$ cat src/rtl/seq_fsm_4s1i2o_stream_if.sv
// seq_fsm_4s1i2o_stream_if: symbol-in / record-out stream handshake bundle
interface seq_fsm_4s1i2o_stream_if;
  logic       in_val;
  logic       in_rdy;
  logic       in_;
  logic       out_val;
  logic       out_rdy;
  logic       out0;
  logic       out1;
  logic [1:0] state_out;
  logic [7:0] d_count;
  modport master (output in_val, in_, out_rdy,
                  input in_rdy, out_val, out0, out1, state_out, d_count);
  modport slave (input in_val, in_, out_rdy,
                 output in_rdy, out_val, out0, out1, state_out, d_count);
endinterface

$ cat src/rtl/seq_fsm_4s1i2o_stream.sv
// seq_fsm_4s1i2o_stream: 4-state Moore FSM pushing {state,out0,out1} records into a 2-deep FIFO
module seq_fsm_4s1i2o_stream (
  input logic clk,
  input logic reset,
  seq_fsm_4s1i2o_stream_if.slave s
);
  typedef enum logic [1:0] {A = 2'd0, B = 2'd1, C = 2'd2, D = 2'd3} state_t;
  state_t     r_state, w_next;
  logic [1:0] w_mo;
  logic [3:0] r_mem [2];
  logic       r_wp, r_rp;
  logic [1:0] r_cnt;
  logic [7:0] r_dcnt;
  logic       w_acc, w_pop;
  logic [3:0] w_head;
  always_ff @(posedge clk)
    if (reset) r_state <= A;
    else if (w_acc) r_state <= w_next;
  always_comb begin
    w_next = r_state;
    case (r_state)
      A: w_next = s.in_ ? B : A;
      B: w_next = s.in_ ? B : C;
      C: w_next = s.in_ ? D : A;
      D: w_next = s.in_ ? B : C;
    endcase
    w_mo = (w_next == D) ? 2'b10 : (w_next == A) ? 2'b00 : 2'b01;
  end
  assign s.in_rdy    = r_cnt != 2'd2;
  assign s.out_val   = r_cnt != 2'd0;
  assign w_acc       = s.in_val && s.in_rdy;
  assign w_pop       = s.out_val && s.out_rdy;
  assign w_head      = s.out_val ? r_mem[r_rp] : 4'd0;
  assign s.state_out = w_head[3:2];
  assign s.out0      = w_head[1];
  assign s.out1      = w_head[0];
  assign s.d_count   = r_dcnt;
  always_ff @(posedge clk)
    if (reset) begin
      r_wp   <= 1'b0;
      r_rp   <= 1'b0;
      r_cnt  <= 2'd0;
      r_dcnt <= 8'd0;
    end else begin
      if (w_acc) begin
        r_mem[r_wp] <= {w_next, w_mo};
        r_wp        <= ~r_wp;
      end
      if (w_pop) r_rp <= ~r_rp;
      r_cnt <= r_cnt + {1'b0, w_acc} - {1'b0, w_pop};
      if (w_acc && w_next == D && r_dcnt != 8'hFF) r_dcnt <= r_dcnt + 8'd1;
    end
endmodule

$ cat src/flat_wrapper.sv
// flat-port wrapper written by rule: the top's interface ports become plain ports
module seq_fsm_4s1i2o_stream_flat 
  (clk, reset, s_in_val, s_in_, s_out_rdy, s_in_rdy, s_out_val, s_out0, s_out1, s_state_out, s_d_count);
  seq_fsm_4s1i2o_stream_if s_i ();
  input logic clk;
  input logic reset;
  input wire logic [$bits(s_i.in_val)-1:0] s_in_val;
  input wire logic [$bits(s_i.in_)-1:0] s_in_;
  input wire logic [$bits(s_i.out_rdy)-1:0] s_out_rdy;
  output wire logic [$bits(s_i.in_rdy)-1:0] s_in_rdy;
  output wire logic [$bits(s_i.out_val)-1:0] s_out_val;
  output wire logic [$bits(s_i.out0)-1:0] s_out0;
  output wire logic [$bits(s_i.out1)-1:0] s_out1;
  output wire logic [$bits(s_i.state_out)-1:0] s_state_out;
  output wire logic [$bits(s_i.d_count)-1:0] s_d_count;
  assign s_i.in_val = s_in_val;
  assign s_i.in_ = s_in_;
  assign s_i.out_rdy = s_out_rdy;
  assign s_in_rdy = s_i.in_rdy;
  assign s_out_val = s_i.out_val;
  assign s_out0 = s_i.out0;
  assign s_out1 = s_i.out1;
  assign s_state_out = s_i.state_out;
  assign s_d_count = s_i.d_count;
  seq_fsm_4s1i2o_stream u_core (.clk(clk), .reset(reset), .s(s_i));
endmodule
$ cat config.mk
export PLATFORM = sky130hd
export DESIGN_NAME = seq_fsm_4s1i2o_stream_flat
export DESIGN_NICKNAME = d
export VERILOG_FILES = /design/src/rtl/seq_fsm_4s1i2o_stream_if.sv /design/src/rtl/seq_fsm_4s1i2o_stream.sv /design/src/flat_wrapper.sv
export SDC_FILE = /design/constraint.sdc
export NUM_CORES = 1
export LEC_CHECK = 0
export ABC_AREA = 1
export BUFFER_PORTS_ARGS = -buffer_cell sky130_fd_sc_hd__buf_2
export CAP_MARGIN = 30
export CORE_MARGIN = 2
export CORE_UTILIZATION = 30
export CTS_CLUSTER_DIAMETER = 80
export DETAILED_ROUTE_END_ITERATION = 7
export PLACE_DENSITY = 0.52
export SYNTH_ARGS = -nofsm -noshare
export SYNTH_HDL_FRONTEND = slang
export SYNTH_SLANG_ARGS = --single-unit
$ cat constraint.sdc
create_clock -name clk -period 2.2 [get_ports clk]
set_clock_uncertainty 0.15 [all_clocks]
set_input_delay 0.11 -clock clk [delete_from_list [all_inputs] [get_ports clk]]
set_output_delay 0.11 -clock clk [all_outputs]
set_load 0.01 [all_outputs]
# Yosys cells after proc, flatten, opt, wreduce, memory -nomap -nowiden
# Memory sizes are Yosys's and may differ from the RTL's. A register that Yosys moved wholly into a read port is not among the register bits.
# Index checks and enable logic that the tools add are counted.
[word_totals]
reg_bits = 14
ram_bits = 8
in_bits = 5
word_cells = 37
mem_count = 1
[memory_table]
columns = ["name", "words", "width", "rd", "rd_clocked_by_memory_dff", "wr", "line_no", "source"]
rows = [
  ["u_core.r_mem", 2, 4, 1, 1, 1, "seq_fsm_4s1i2o_stream.sv:10", "logic [3:0] r_mem [2];"],
]
[classes]
addsub = 3
n_eq_ne = 6
muxes = 12
bitwise_logic = 2
reduce_logical = 8
[ops]
columns = ["op", "n"]
rows = [
  ["$add 8x1->8 const B", 1],
  ["$ne 8x8->1 const B", 1],
  ["$mux 1", 7],
  ["$eq 2x2->1 const B", 3],
  ["$mux 2", 3],
  ["$pmux 2 s3", 1],
  ["$logic_and 1x1->1", 4],
  ["$logic_not 2->1", 2],
  ["$mux 4", 1],
  ["$add 2x1->2", 1],
  ["$eq 2x1->1 const B", 1],
  ["$ne 2x2->1 const B", 1],
  ["$not 1->1", 2],
  ["$reduce_bool 2->1", 1],
  ["$reduce_or 2->1", 1],
  ["$sub 2x1->2", 1],
]

# Depth between registers and ports, before layout
[depth]
word_depth = 6
mapped_depth = 10
ltp_nobuf = 10

# Least setup slack after synthesis
# No wires, ideal clock.
[synth_timing]
path_kind = "flip-flop to flip-flop"
startpoint = "reg u_core.r_cnt[1]"
endpoint = "reg u_core.r_cnt[1]"
t_arrival_ps = 1538
required_ps = 1929
path_slack_ps = 392
stages_incl_launch_ff = 11
n_path_buf = 0
synth_period_minus_slack_ps = 1808
path_cell_list = "dfxtp_1 nor2_1 inv_2 nand2_1 inv_1 ha_1 inv_1 ha_1 xnor2_1 o21ai_0 a21oi_1"
[synth_lines]
columns = ["element", "line_no", "source"]
rows = [
  ["from (decl)", "seq_fsm_4s1i2o_stream.sv:12", "logic [1:0] r_cnt;"],
  ["from (signal assigned)", "seq_fsm_4s1i2o_stream.sv:50", "r_cnt <= r_cnt + {1'b0, w_acc} - {1'b0, w_pop};"],
  ["$reduce_bool 2->1", "seq_fsm_4s1i2o_stream.sv:30", "assign s.out_val = r_cnt != 2'd0;"],
  ["net s_out_val", "flat_wrapper.sv:11", "output wire logic [$bits(s_i.out_val)-1:0] s_out_val;"],
  ["$logic_and 1x1->1", "seq_fsm_4s1i2o_stream.sv:32", "assign w_pop = s.out_val && s.out_rdy;"],
  ["net u_core.w_pop", "seq_fsm_4s1i2o_stream.sv:14", "logic w_acc, w_pop;"],
  ["$sub 2x1->2", "seq_fsm_4s1i2o_stream.sv:50", ""],
]
# The timed path passes the listed nets, and every way through them passes these cells.
# A chain may end at the register's enable or synchronous reset.

# Worst setup path in the final report
[layout_timing]
startpoint = "reg u_core.r_cnt[1]"
endpoint = "reg u_core.r_cnt[1]"
[layout_lines]
columns = ["element", "line_no"]
rows = [
  ["$reduce_bool 2->1", "seq_fsm_4s1i2o_stream.sv:30"],
  ["$logic_and 1x1->1", "seq_fsm_4s1i2o_stream.sv:32"],
  ["net u_core.w_pop", "seq_fsm_4s1i2o_stream.sv:14"],
  ["$sub 2x1->2", "seq_fsm_4s1i2o_stream.sv:50"],
]
# The timed path passes the listed nets, and every way through them passes these cells.

==> flow_summary_export.csv <==
group,metric,value,unit
status,run_status,"complete, but fails checks",
status,violations,"negative hold slack",
global_route,grt_usage,11.0,%
clocking,clock-root-buffer,"clkbuf_8",
placed_design,gp_congestion,0.777,
sta,tns,0,ns
power,swShare,32.3,%
yosys,synth_area_leaders,"dfxtp_1 27%, edfxtp_1 22%, nand2_1 10%, inv_1 5.4%, nor2_1 5.4%",
floorplanning,fp-row-count,22,
global_route,first_global_vias,852,
critical_path,path_delay_family,"adder cells",
sta,setup_viol,0,
global_route,grt_util_met1,12.5,%
critical_path,worstPathMaxFanout,5,
drt,viasPerCell,4.50,
drt,antenna_left,0,
critical_path,arrival,1.99,ns
yosys,avgSynthCellArea,8.28,sq um
critical_path,crit_chain,"nor2_1 > inv_2 > nand2_1 > inv_1 > ha_1 > inv_1 > ha_1 > xnor2_1 > o21ai_0 > a21oi_1",
floorplanning,num_io_pins,19,
drt,post_drt_wl_per_cell,10.4,um
power,power_density,816,nW/um^2
yosys,synth_fp_nets,143,
power,vdd_ir_drop_max,382,uV
critical_path,critical_path.startpoint,"u_core.r_cnt[1]",
floorplanning,die-area,4230,sq um
layout,area_delta_synth_final,17.6,%
sta,fin_crit_sh,88.3,%
critical_path,critPathKind,"flip-flop to flip-flop",
floorplanning,die_y,65.0,um
drt,drt-total-wl,2130,um
yosys,synth_top_area_share,26.9,%
layout,fillers,398,
sta,maxSlewViolCount,0,
global_route,grt_overflow,0,
placed_design,hpwl,1660,um
critical_path,crit_path_end_kind,"flip-flop",
layout,multi_input_area,493,sq um
drt,drtIter0Drc,33,
sta,relSlewSlack,59.1,%
clocking,clkLatencyLatePin,0.27,ns
sta,fin_hold_ws,-0.000548,ns
sta,max_freq,0.515,GHz
global_route,grt_max_degree,14,
critical_path,cp_slowest_stage_delay,0.34,ns
layout,drive_gt1_share,23.7,%
clocking,post_cts_buffers,0,
power,p_int,0.726,mW
yosys,yosysSeqAreaShare,48.4,%
global_route,busiest_layer,"met2",
hold_path,min_from,"reset",
floorplanning,core_area,3630,sq um
drt,detail_route.first_pass.iterations,4,
yosys,yosysWarnings,0,
power,clkPwrFrac,24.7,%
clocking,cts_tree,"done",
placed_design,port_buffers,18,
sta,hold_viol,1,
critical_path,slowest_stage,"dfxtp_1",
drt,vias,918,
critical_path,r2r-start,"u_core.r_cnt[1]",
power,leakage,0.568,nW
critical_path,start_kind,"flip-flop",
global_route,grt_pass1_wl,3660,um
clocking,htree_num_levels,1,
global_route,met3_usage,3.82,%
clocking,cts_hold_buf,1,
layout,final_util,36.2,%
layout,ff_latch_area,541,sq um
floorplanning,die_w,65.0,um
power,seq_power_share,49.0,%
layout,fin_nets,165,
layout,antenna_cells,0,
global_route,use_met2,20.4,%
floorplanning,start_util,30.8,%
yosys,synth_top_cell_by_area,"dfxtp_1",
yosys,synthCells,135,
clocking,path_clk_slew,0.09,ns
clocking,cts_inserted_buffers,3,
sta,grt_setup_unrepaired,"false",
sta,tightest_slew,0.609,ns
yosys,netlist_area,1120,sq um
power,combPwrFrac,26.3,%
global_route,antenna_found_initial,0,
yosys,synth-seq-cells,23,
clocking,clockBufferDepth,2,
hold_path,hold_class,"primary input to flip-flop",
critical_path,path_buf_inv,3,
sta,fin_crit,1.94,ns
clocking,clkSinkCount,23,
drt,drc,0,
job,maxCapViolations,0,
yosys,synth.distinct_cells,22,
clocking,cts_resized,0,
critical_path,required,2.25,ns
power,switchingPower,0.346,mW
-- logic make-up after synthesis --
family / Yosys count / share of synthesized area, %
and+or+nand+nor: 63 / 27.2
DFF: 23 / 48.4
AOI/OAI and AO/OA: 21 / 10.4
buffers and inverters: 21 / 7.50
xor gates and xnor gates: 4 / 3.14
adders and majority gates: 3 / 3.36
-- Yosys cell counts (all sizes together) --
cell type and count:
nand2 35, inv 19, nor2 19, dfxtp 15, a21oi 13, edfxtp 8, o21ai 8, nand3 7
ha 3, buf 2, xnor2 2, xor2 2, nand4 1, nor3 1
-- path summary, 6_finish.rpt --
| check | endpoint | slack, ns | depth (start not counted) |
|---|---|---|---|
| setup / recovery | u_core.r_cnt[1] | 0.26 | 10 |
| hold reg to reg | u_core.r_rp | 0.32 | 1 |
| setup reg to reg | u_core.r_cnt[1] | 0.26 | 10 |
| hold / removal | u_core.s.d_count[3] | -0.0005 | 2 |
-- area by class of cell --
| type | count | area share (%) |
|---|---|---|
| clock buffer | 3 | 3.14 |
| clock inverter | 1 | 0.381 |
| inverter | 19 | 5.62 |
| multi-input combinational | 91 | 37.5 |
| sequential | 23 | 41.1 |
| tap | 48 | 4.57 |
| timing repair buffer | 19 | 7.62 |
-- registers in the layout, summed over array words and instances, names as in the netlist, named ones only --
register	count
u_core.r_state	2
u_core.s.d_count	8
u_core.r_rp	1
u_core.r_wp	1
u_core.r_cnt	2
u_core.r_mem	8
-- per-stage QoR --
step / area, sq um / std cells / power [mW] / worst slack, ns
after floorplan: 1120 / 135 / 0.732 / 0.392
after global placement: 1260 / 199 / 0.810 / 0.346
after detailed placement: 1260 / 199 / 0.821 / 0.262
after CTS: 1310 / 204 / 1.09 / 0.238
after global routing: 1310 / 204 / 1.15 / 0.110
final: 1310 / 204 / 1.07 / 0.257
-- layout by cell type, fill, tap and decap left out, types with 2 or more instances in the layout --
master    Yosys  final
nand2_1      30     30
buf_2         2     18
inv_1        16     16
nor2_1       16     16
dfxtp_1      15     15
a21oi_1      10     10
edfxtp_1      8      8
o21ai_0       7      7
nand3_1       6      6
nand2_4       3      3
nor2_4        3      3
a21oi_2       3      3
ha_1          3      3
clkbuf_8      0      3
inv_2         2      2
nand2_2       2      2
xor2_1        2      2
xnor2_1       2      2
-- per-layer routing --
layer  part of all wire (%)  up-vias  wire length, um
met5                      0        -                0
met4                   0.38        0                8
met3                    5.2        2              111
met2                     48       22             1020
met1                     47      424              992
li1                       -      470                -
-- power by group through the flow --
stage               Sequential (mW)  Combinational [mW]  Clock (mW)
global placement              0.534               0.276           0
detailed placement            0.536               0.285           0
CTS                           0.526               0.288       0.277
floorplan                     0.529               0.203           0
finish                        0.526               0.282       0.265
global route                  0.533               0.322       0.293
Power figures use the tool's default switching activity.
